File: src/rtl/arb3_mux_ctrl.sv
// Round-robin arbiter for three requesters sharing one WIDTH-bit output bus.
// One-hot grant doubles as mux select; the selected word is registered and handed off via valid/ready.
module arb3_mux_ctrl #(
  parameter int unsigned WIDTH = 4
) (
  input  logic             clk,
  input  logic             reset_n,
  input  logic [2:0]       req,
  input  logic [WIDTH-1:0] d0,
  input  logic [WIDTH-1:0] d1,
  input  logic [WIDTH-1:0] d2,
  input  logic             out_ready,
  output logic [2:0]       gnt,
  output logic             out_valid,
  output logic [WIDTH-1:0] out_data,
  output logic [2:0]       ack
);

  typedef enum logic {
    IDLE  = 1'b0,
    GRANT = 1'b1
  } state_e;

  state_e           state_q, state_d;
  logic [2:0]       last_q, last_d;
  logic [2:0]       gnt_q, gnt_d;
  logic             valid_q, valid_d;
  logic [WIDTH-1:0] data_q, data_d;
  logic [2:0]       winner;

  // Search starts just after the last-served requester and wraps around to it.
  function automatic logic [2:0] rr_pick(input logic [2:0] last, input logic [2:0] r);
    logic [2:0] w;
    w = 3'b000;
    case (last)
      3'b001: begin
        if (r[1])      w = 3'b010;
        else if (r[2]) w = 3'b100;
        else if (r[0]) w = 3'b001;
      end
      3'b010: begin
        if (r[2])      w = 3'b100;
        else if (r[0]) w = 3'b001;
        else if (r[1]) w = 3'b010;
      end
      default: begin
        if (r[0])      w = 3'b001;
        else if (r[1]) w = 3'b010;
        else if (r[2]) w = 3'b100;
      end
    endcase
    return w;
  endfunction

  function automatic logic [WIDTH-1:0] sel_word(input logic [2:0] sel,
                                                input logic [WIDTH-1:0] a,
                                                input logic [WIDTH-1:0] b,
                                                input logic [WIDTH-1:0] c);
    logic [WIDTH-1:0] w;
    w = '0;
    case (sel)
      3'b001:  w = a;
      3'b010:  w = b;
      3'b100:  w = c;
      default: w = '0;
    endcase
    return w;
  endfunction

  always_ff @(posedge clk or negedge reset_n) begin
    if (!reset_n) begin
      state_q <= IDLE;
      last_q  <= 3'b100;
      gnt_q   <= 3'b000;
      valid_q <= 1'b0;
      data_q  <= '0;
    end else begin
      state_q <= state_d;
      last_q  <= last_d;
      gnt_q   <= gnt_d;
      valid_q <= valid_d;
      data_q  <= data_d;
    end
  end

  always_comb begin
    state_d = state_q;
    last_d  = last_q;
    gnt_d   = gnt_q;
    valid_d = valid_q;
    data_d  = data_q;
    winner  = 3'b000;
    case (state_q)
      IDLE: begin
        winner = rr_pick(last_q, req);
        if (|winner) begin
          state_d = GRANT;
          gnt_d   = winner;
          valid_d = 1'b1;
          data_d  = sel_word(winner, d0, d1, d2);
        end
      end
      GRANT: begin
        if (out_ready) begin
          // Transfer: advance pointer and re-arbitrate with the served requester masked.
          last_d = gnt_q;
          winner = rr_pick(gnt_q, req & ~gnt_q);
          if (|winner) begin
            gnt_d  = winner;
            data_d = sel_word(winner, d0, d1, d2);
          end else begin
            state_d = IDLE;
            gnt_d   = 3'b000;
            valid_d = 1'b0;
          end
        end else if (~|(req & gnt_q)) begin
          state_d = IDLE;
          gnt_d   = 3'b000;
          valid_d = 1'b0;
        end
      end
      default: begin
        state_d = IDLE;
        gnt_d   = 3'b000;
        valid_d = 1'b0;
      end
    endcase
  end

  assign gnt       = gnt_q;
  assign out_valid = valid_q;
  assign out_data  = data_q;
  assign ack       = gnt_q & {3{valid_q & out_ready}};

endmodule

File: config.mk
export PLATFORM = sky130hd
export DESIGN_NAME = arb3_mux_ctrl
export DESIGN_NICKNAME = d
export VERILOG_FILES = /design/src/rtl/arb3_mux_ctrl.sv
export SDC_FILE = /design/constraint.sdc
export NUM_CORES = 1
export LEC_CHECK = 0
export CAP_MARGIN = 10
export CORE_AREA = 2 2 45 47
export CTS_CLUSTER_SIZE = 10
export DETAILED_ROUTE_END_ITERATION = 10
export DIE_AREA = 0 0 47 49
export GPL_TIMING_DRIVEN = 0
export HOLD_SLACK_MARGIN = 0.02
export PLACE_DENSITY_LB_ADDON = 0.2
export SYNTH_ARGS = -nofsm -noshare
export SYNTH_HDL_FRONTEND = slang
export SYNTH_SLANG_ARGS = --single-unit
export TNS_END_PERCENT = 50
File: constraint.sdc
create_clock -name clk -period 4.4 [get_ports clk]
set_input_delay 0.44 -clock clk [delete_from_list [all_inputs] [get_ports clk]]
set_output_delay 0.44 -clock clk [all_outputs]
set_load 0.05 [all_outputs]
==> impl_metrics.py, run 1 <==
metrics = {
    "global_routing": {
        "grt_pass1_wl_um": 3500,
        "grt-ovfl-total": 0,
        "grt_start_max_net_pins": 13,
        "grt_pass1_vias": 786,
        "antenna_found_initial": 0,
        "gr-usage-all-layers": 0.203,
    },
    "sta": {
        "hold_violations": 0,
        "worst_pin_slew_ps": 748,
        "fin_skew_ps": 0.235,
        "fmax_ghz": 0.418,
        "timing.final.ws_setup_ps": 2010,
        "rsz0062_at_grt": "false",
        "timing.slew.headroom": 0.498,
        "period_minus_slack_ps": 2390,
        "drv_slew": 0,
        "tns_ps": 0,
        "min_period_over_period": 0.544,
        "setup_viol": 0,
    },
    "floorplan": {
        "chipHeight_um": 49,
        "fp.dieW_um": 47,
        "die-area_sq_mm": 0.00230,
        "start_util": 0.438,
        "ioPinCount": 29,
        "core_area_sq_mm": 0.00184,
        "row_count": 16,
    },
    "cts": {
        "clock_path_buffers": 2,
        "cts.clk_slew.worst_paths_ps": 70,
        "postCtsSetupBuffers": 0,
        "cts_buffers": 3,
        "numClockSinks": 12,
        "htreeDepth": 1,
        "clk_latency_ps": 270,
        "cts_tree": "yes",
        "cts_hold_buf": 0,
        "cts_resized": 0,
        "cts-root-buf": "clkbuf_4",
    },
    "worst_setup_path": {
        "reg2reg_from": "last_q[2]$_DFFE_PN1P_",
        "critPathCaptureType": "output port",
        "cp_data_required_time_ps": 3960,
        "startpoint": "out_ready",
        "arrival_ps": 1950,
        "crit_type": "in2out",
        "cp-start-kind": "input pin",
        "cp_max_fo": 6,
    },
    "yosys": {
        "synth.most_common_cell": "dfrtp_1",
        "async_flop_share": 1.00,
        "syn_avg_cell_area_sq_um": 10.1,
        "seq_area_frac_synth": 0.374,
        "syn_nets": 98,
        "ys_ff_latch": 12,
        "synth_edf_count": 0,
        "synthFlopType": "dfrtp_1",
        "synth_top_area_share": 0.341,
        "ys_warn_count": 0,
        "ys_types": 35,
        "synth.area.top_cells": "dfrtp_1 (34%), mux2_2 (8.4%), a222oi_1 (6.2%)",
        "yosysTopAreaCell": "dfrtp_1",
        "syn_inst": 80,
        "syn-cell-area_sq_um": 807,
        "synth_commonest_cells": "dfrtp_1 (11), nand2_1 (9), mux2_2 (6)",
    },
    "placement": {
        "dp_cells": 135,
        "place.gp.congestion": 0.813,
        "io_buffers": 28,
        "dp_hpwl_um": 1560,
        "dp_slack_ps": 2000,
    },
    "status": {
        "status": "completed",
    },
    "final_layout": {
        "instances_no_fill": 139,
        "insertedDiodeCount": 0,
        "final_util": 0.628,
        "fin_nets": 131,
        "drive_gt1_frac": 0.152,
        "area_growth_pct": 43.4,
    },
    "drt": {
        "drc": 0,
        "wirelength_um": 2010,
        "routedWlPerCell_um": 14.5,
        "avgViaCountPerCell": 5.87,
        "first_iter_violations": 48,
        "via_count": 816,
        "first_pass_iters": 5,
        "ant_nets": 0,
    },
    "pwr": {
        "power.total_mw": 0.793,
        "p_per_area_mw_per_mm2": 685,
        "leakage_nw": 0.469,
        "ir_drop_mv": 0.382,
    },
    "min_path": {
        "hold_class": "in2async",
    },
    "flow_run": {
        "drv_cap": 0,
    },
}
[registers in the layout (all words and copies together) (netlist names)]
name and cells:
out_valid 1, out_data 4, state_q 1, gnt 3
last_q 3
[metrics by stage]
| step | cell area (sq um) | hold slack [ps] |
|---|---|---|
| after global placement | 1120 | 493 |
| after floorplan | 807 | 144 |
| after global routing | 1160 | 535 |
| after detailed placement | 1120 | 499 |
| final | 1160 | 510 |
| after CTS | 1160 | 521 |
[worst paths after layout]
kind / endpoint / slack (ps) / cells past startpoint
max in group asynchronous: last_q[2]$_DFFE_PN1P_ / 3520 / 1
min in group clk: out_data[2]$_DFFE_PN0P_ / 510 / 1
max reg2reg: out_data[1]$_DFFE_PN0P_ / 2540 / 5
max: ack[0] / 2010 / 3
min reg2reg: out_data[2]$_DFFE_PN0P_ / 510 / 1
min: gnt[0]$_DFFE_PN0P_ / 510 / 1
[cell families after synthesis]
family                 synth area share
AND/OR/NAND/NOR                   0.247
AO/OA/AOI/OAI                     0.259
buffers and inverters            0.0372
flip-flops                        0.374
multiplexers                     0.0837
[per-layer routing]
| layer | part of all wire | routed length (um) | vias up | global-route usage |
|---|---|---|---|---|
| li1 | - | - | 385 | - |
| met1 | 0.44 | 883 | 392 | 0.288 |
| met2 | 0.49 | 996 | 35 | 0.301 |
| met3 | 0.054 | 108 | 4 | 0.0370 |
| met4 | 0.013 | 26 | 0 | 0.0741 |
| met5 | 0 | 0 | - | 0 |
[power by group]
| group | switching (mW) | internal, mW | leakage [nW] | total (mW) |
|---|---|---|---|---|
| logic | 0.278 | 0.208 | 0.300 | 0.486 |
| registers | 0.0541 | 0.164 | 0.148 | 0.219 |
| clock network | 0.0379 | 0.0503 | 0.0210 | 0.0882 |
| total | 0.370 | 0.423 | 0.469 | 0.793 |
[cell usage in the layout, fill, tap and decap left out, types with 2 or more instances in the layout]
cell type	n
clkdlybuf4s50_1	28
dfrtp_1	11
nand2_1	9
mux2_2	6
a222oi_1	5
a22oi_1	5
nand2b_1	4
and3_1	3
nor2_1	3
nor3b_1	3
o221ai_1	3
clkbuf_4	3
buf_6	2
inv_1	2
a21oi_1	2
[final cells by class]
| type | count | area (sq um) |
|---|---|---|
| tap | 27 | 33.8 |
| inverter | 2 | 7.51 |
| fill | 170 | 684 |
| clock buffer | 4 | 36.3 |
| sequential | 12 | 302 |
| multi-input combinational | 64 | 475 |
| buffer | 2 | 22.5 |
| timing repair buffer | 28 | 280 |
[critical path: stages]
cell	delay [ps]
clkdlybuf4s50_1	550
and3_1	170
clkdlybuf4s50_1	790
(Power assumes the default switching activity.)
==> inputs of run 2 (changes only) <==
CORE_AREA = 2 2 49 51   (was 2 2 45 47)
DIE_AREA = 0 0 51 53   (was 0 0 47 49)
clock period = 2.1 ns   (was 4.4 ns; I/O delays follow)
==> impl_metrics.py, run 2 (same netlist as run 1, synthesis figures left out) <==
metrics = {
    "worst_setup_path": {
        "cp_data_required_time_ps": 1890,
        "r2r_setup_slack_ps": 200,
        "cp-start-kind": "flop",
        "cp_max_fo": 8,
        "crit_type": "reg2out",
        "critPathCaptureType": "output port",
        "arrival_ps": 1790,
        "reg2regPathDepth": 5,
    },
    "cts": {
        "cts_hold_buf": 0,
        "cts_resized": 0,
        "htreeDepth": 1,
        "numClockSinks": 12,
        "cts_tree": "yes",
        "postCtsSetupBuffers": 0,
        "cts_buffers": 3,
        "clock_path_buffers": 2,
        "cts.clk_slew.worst_paths_ps": 80,
        "cts-root-buf": "clkbuf_4",
        "clk_latency_ps": 290,
    },
    "min_path": {
        "hold_class": "in2async",
    },
    "final_layout": {
        "layout_common_cells": "clkdlybuf4s50_1 (28), dfrtp_1 (11), nand2_1 (9)",
        "area_growth_pct": 42.3,
        "drive_gt1_frac": 0.143,
        "final_common_cell": "clkdlybuf4s50_1",
        "insertedDiodeCount": 0,
        "fin_nets": 131,
        "final_util": 0.535,
        "largest_reg_flops": 4,
        "n_fill_cell": 197,
        "fin_area_sq_mm": 0.00115,
    },
    "global_routing": {
        "gr-usage-all-layers": 0.180,
        "grt_pass1_vias": 812,
        "grt_pass1_wl_um": 3590,
        "grt_start_max_net_pins": 13,
        "antenna_found_initial": 0,
        "grt-ovfl-total": 0,
    },
    "sta": {
        "setup_viol": 0,
        "worst_pin_slew_ps": 811,
        "min_period_over_period": 0.951,
        "fin_skew_ps": 6.80,
        "hold_violations": 0,
        "timing.slew.headroom": 0.456,
        "period_minus_slack_ps": 2000,
        "fmax_ghz": 0.501,
        "drv_slew": 0,
        "rsz0062_at_grt": "false",
    },
    "drt": {
        "routedWlPerCell_um": 15.8,
        "avgViaCountPerCell": 5.83,
        "ant_nets": 0,
        "first_iter_violations": 42,
        "first_pass_iters": 7,
        "via_count": 816,
        "drc": 0,
        "wirelength_um": 2210,
    },
    "floorplan": {
        "row_count": 17,
        "die-area_sq_mm": 0.00270,
        "start_util": 0.376,
        "core_area_sq_mm": 0.00215,
        "ioPinCount": 29,
        "fp.dieW_um": 51,
        "chipHeight_um": 53,
    },
    "status": {
        "status": "completed",
    },
    "pwr": {
        "ir_drop_mv": 0.726,
        "p_per_area_mw_per_mm2": 1430,
        "leakage_nw": 0.463,
    },
    "placement": {
        "place.gp.congestion": 0.833,
        "dp_hpwl_um": 1660,
        "dpl-instance-area_sq_mm": 0.00112,
        "io_buffers": 28,
    },
    "flow_run": {
        "drv_cap": 0,
    },
}
==> run 2: changes by cell type in the layout (fill, tap and decap cells not counted) <==
| cell | change |
|---|---|
| clkbuf_8 | -1 |
| clkbuf_1 | +1 |
==> run 2: per-layer routing <==
metal	global-route usage	wire (um)	share of wire
met5	0	0	0
met3	0.0452	160	0.073
met2	0.294	1060	0.48
met4	0.0901	51	0.023
met1	0.219	936	0.42
==> run 2: worst paths after layout <==
kind	startpoint	to
worst max register to register	last_q[2]$_DFFE_PN1P_	out_data[0]$_DFFE_PN0P_
worst min-delay path	reset_n	gnt[1]$_DFFE_PN0P_
worst max-delay path	gnt[1]$_DFFE_PN0P_	ack[1]
worst min register to register	out_data[3]$_DFFE_PN0P_	out_data[3]$_DFFE_PN0P_
min in group clk	out_data[3]$_DFFE_PN0P_	out_data[3]$_DFFE_PN0P_
max in group asynchronous	reset_n	last_q[2]$_DFFE_PN1P_
==> run 2: power by group <==
part           total [mW]  internal, mW  switching, mW  leakage, nW
Clock               0.159        0.0739         0.0855       0.0150
Sequential          0.459         0.344          0.114        0.148
Combinational        1.03         0.437          0.592        0.300
Total                1.65         0.855          0.792        0.463
==> run 2: cell type report <==
cell class | instances | area (sq um) | share of cell area
plain buffers | 2 | 22.5 | 0.0196
clock buffers | 4 | 26.3 | 0.0229
inverters | 2 | 7.51 | 0.00654
multi-input cells | 64 | 475 | 0.414
flip-flops and latches | 12 | 302 | 0.263
well taps | 28 | 35.0 | 0.0305
repair buffers | 28 | 280 | 0.244
==> run 2: critical path, stage by stage, from the launching register on <==
cell and delay (ps):
dfrtp_1 500, and3_1 200, clkdlybuf4s50_1 800
==> run 2: per-stage QoR <==
step,setup TNS [ps],hold slack (ps),power [mW],setup WS (ps),std cells
final,0,271,1.65,102,140
after global routing,0,329,1.75,47.6,140
after CTS,0,302,1.65,86.5,140
after detailed placement,-96.2,506,1.49,-44.5,136
after global placement,-5.06,496,1.47,-5.06,136
after floorplan,0,-85.6,1.17,225,80
==> RTL edit, RTL diff (settings of run 1) <==
Set the parameter `WIDTH` to 3 (it was 4).
--- a/src/rtl/arb3_mux_ctrl.sv
+++ b/src/rtl/arb3_mux_ctrl.sv
@@ -1,7 +1,7 @@
 // Round-robin arbiter for three requesters sharing one WIDTH-bit output bus.
 // One-hot grant doubles as mux select; the selected word is registered and handed off via valid/ready.
 module arb3_mux_ctrl #(
-  parameter int unsigned WIDTH = 4
+  parameter int unsigned WIDTH = 3
 ) (
   input  logic             clk,
   input  logic             reset_n,
Interface: changed (resized d0, d1, d2 and out_data); port bits go from 29 to 25. No check against the original RTL was run, so the function may have changed too.
==> RTL edit against run 1 <==
Highest routed layer unchanged; global-route usage decreased by 0.19 points; cell area down 5.1%; combinational power shrank 8.4%; sequential power decreased by 4%; wire length up 3.2%; sequential cell count fell by 1; non-clock buffer count decreased by 6; count of clock-buffer cells in the layout did not move; power decreased by 8.4%; area after synthesis decreased by 1.1%; setup slack worse by 0.0047 ns; core utilization fell by 3.2 points; critical endpoint is now ack[2]; clock skew up 0.0076 ns.
==> RTL edit: results (changes against run 1) <==
* Final-layout fill cell count at 168 (-1.2%)
* Clk slew on worst S/H paths at 0.08 ns
* Clock Skews at 0.00786 ns (+0.00763 ns)
* Largest net degree at the start of global routing at 12 (-1)
* Hpwl dp at 1590 µm (+1.4%)
* Async SR Flop Fraction at 100% (unchanged)
* Main flop type after synthesis: dfrtp_1
* Net total in the final layout at 133 (+1.5%)
* Layout cell share with drive strength beyond 1 at 10.3% (-4.9 points)
* Number of diodes at 0 (unchanged)
* Synth top cells by count: inv_1, dfrtp_1, nand3_1
* DRC viols at 0 (unchanged)
* Vias/cell at 5.76 (-1.8%)
* Yosys warning total at 0 (unchanged)
* Lkg Pwr at 0.448 nW (-4.7%)
* Grt ovf at 0 (unchanged)
* Initial antenna violation count at 0 (unchanged)
* Drt first pass iters at 4 (-1)
* Fin cells at 144 (+3.6%)
* Final GP Congestion at 0.824 (+1.3%)
* Max_slew headroom at 66.9% (+17 points)
* H-tree levels at 1 (unchanged)
* Inserted Clock Buffers at 3 (unchanged)
* Clock tree buffer depth at 2 (unchanged)
* Synthesized net count at 104 (+6.1%)
* Clk root buf: clkbuf_4
* Initial DRC count at 35 (-27%)
* Clock latency on the worst-skew pair at 0.27 ns (about the same)
* Vias in the first global route at 761 (-3.2%)
* Post-CTS setup buffers at 0 (unchanged)
* Worst hold path type: in2async
* Peak supply drop at 380 µV (-0.55%)
* Outcome: finished, final reports clean
* Sequential share of the synthesized area at 34.6% (-2.7 points)
* Critical Path Fanout Max at 7 (+1)
* Number of gates resized after cts at 0 (unchanged)
* CP arrival at 1.96 ns
* GRT Total Usage at 20.1% (-0.19 points)
* Library cells used by synthesis at 34 (-2.9%)
* Largest cells by area after synthesis: dfrtp_1, o22ai_1, inv_1
* IO Port Bufs at 24 (-14%)
* Global-route wire length before repair at 3430 µm (-2.0%)
* Wirelength, routed at 2080 µm (+3.2%)
* Synthesized area per cell at 8.97 µm² (-11%)
## RTL edit: cell count changes after synthesis, sizes merged, moves of 3 or more
cell           run 1  this run
inv                2        11
nand3              1         8
o22ai              1         7
nand2              9         4
a222oi             5         1
a22oi              5         1
a31oi              0         4
nand4              0         4
mux2               6         3
o221ai             3         0
o32a               0         3
## RTL edit: final timing paths
check                               to  slack (ns)  cells after the start         from
max                             ack[2]        2.00                      3    out_ready
min                        out_data[0]        0.49                      1      reset_n
max reg2reg                out_data[2]        2.66                      4    last_q[2]
min reg2reg                out_data[1]        0.49                      1  out_data[1]
max in group asynchronous    last_q[2]        3.54                      1      reset_n
min in group clk           out_data[1]        0.50                      1  out_data[1]
## RTL edit: kinds of logic (layout without fill, tap and decap cells)
kind of cell | count (synthesis) | count (layout) | share of synthesized area (%)
AO/OA/AOI/OAI | 24 | 24 | 24.6
AND/OR/NAND/NOR | 40 | 40 | 31.3
buffers and inverters | 11 | 39 | 5.17
multiplexers | 3 | 3 | 4.23
flip-flops | 11 | 11 | 34.6
## RTL edit: where the power goes
part	switching (W)	leakage [nW]	total, W	internal, W
clock network	0.0000362	0.0150	0.0000713	0.0000351
logic	0.000262	0.300	0.000445	0.000183
registers	0.0000587	0.133	0.000210	0.000151
## RTL edit: area by class of cell
class,instances,share of cell area [%]
clock buffer,4,2.39
tap,27,3.08
timing repair buffer,24,21.9
multi-input combinational,67,43.7
sequential,11,25.2
inverter,11,3.76
## RTL edit: routing by layer
layer | GRT usage (%) | vias up | part of all wire (%)
met1 | 30.0 | 383 | 44
li1 | - | 407 | -
met3 | 3.70 | 4 | 7.3
met2 | 29.2 | 36 | 47
met4 | 5.56 | 0 | 1.1
met5 | 0 | - | 0
## RTL edit: through the flow
stage               cell area, µm²  power, W  setup WS [ns]
floorplan                      798  0.000514           2.60
global placement              1070  0.000649           2.01
detailed placement            1070  0.000654           2.00
CTS                           1100  0.000726           2.00
global route                  1100  0.000770           1.93
finish                        1100  0.000726           2.00
## RTL edit: critical path: stages
cell and delay, ns:
clkdlybuf4s50_1 0.55, and3_1 0.18, clkdlybuf4s50_1 0.79
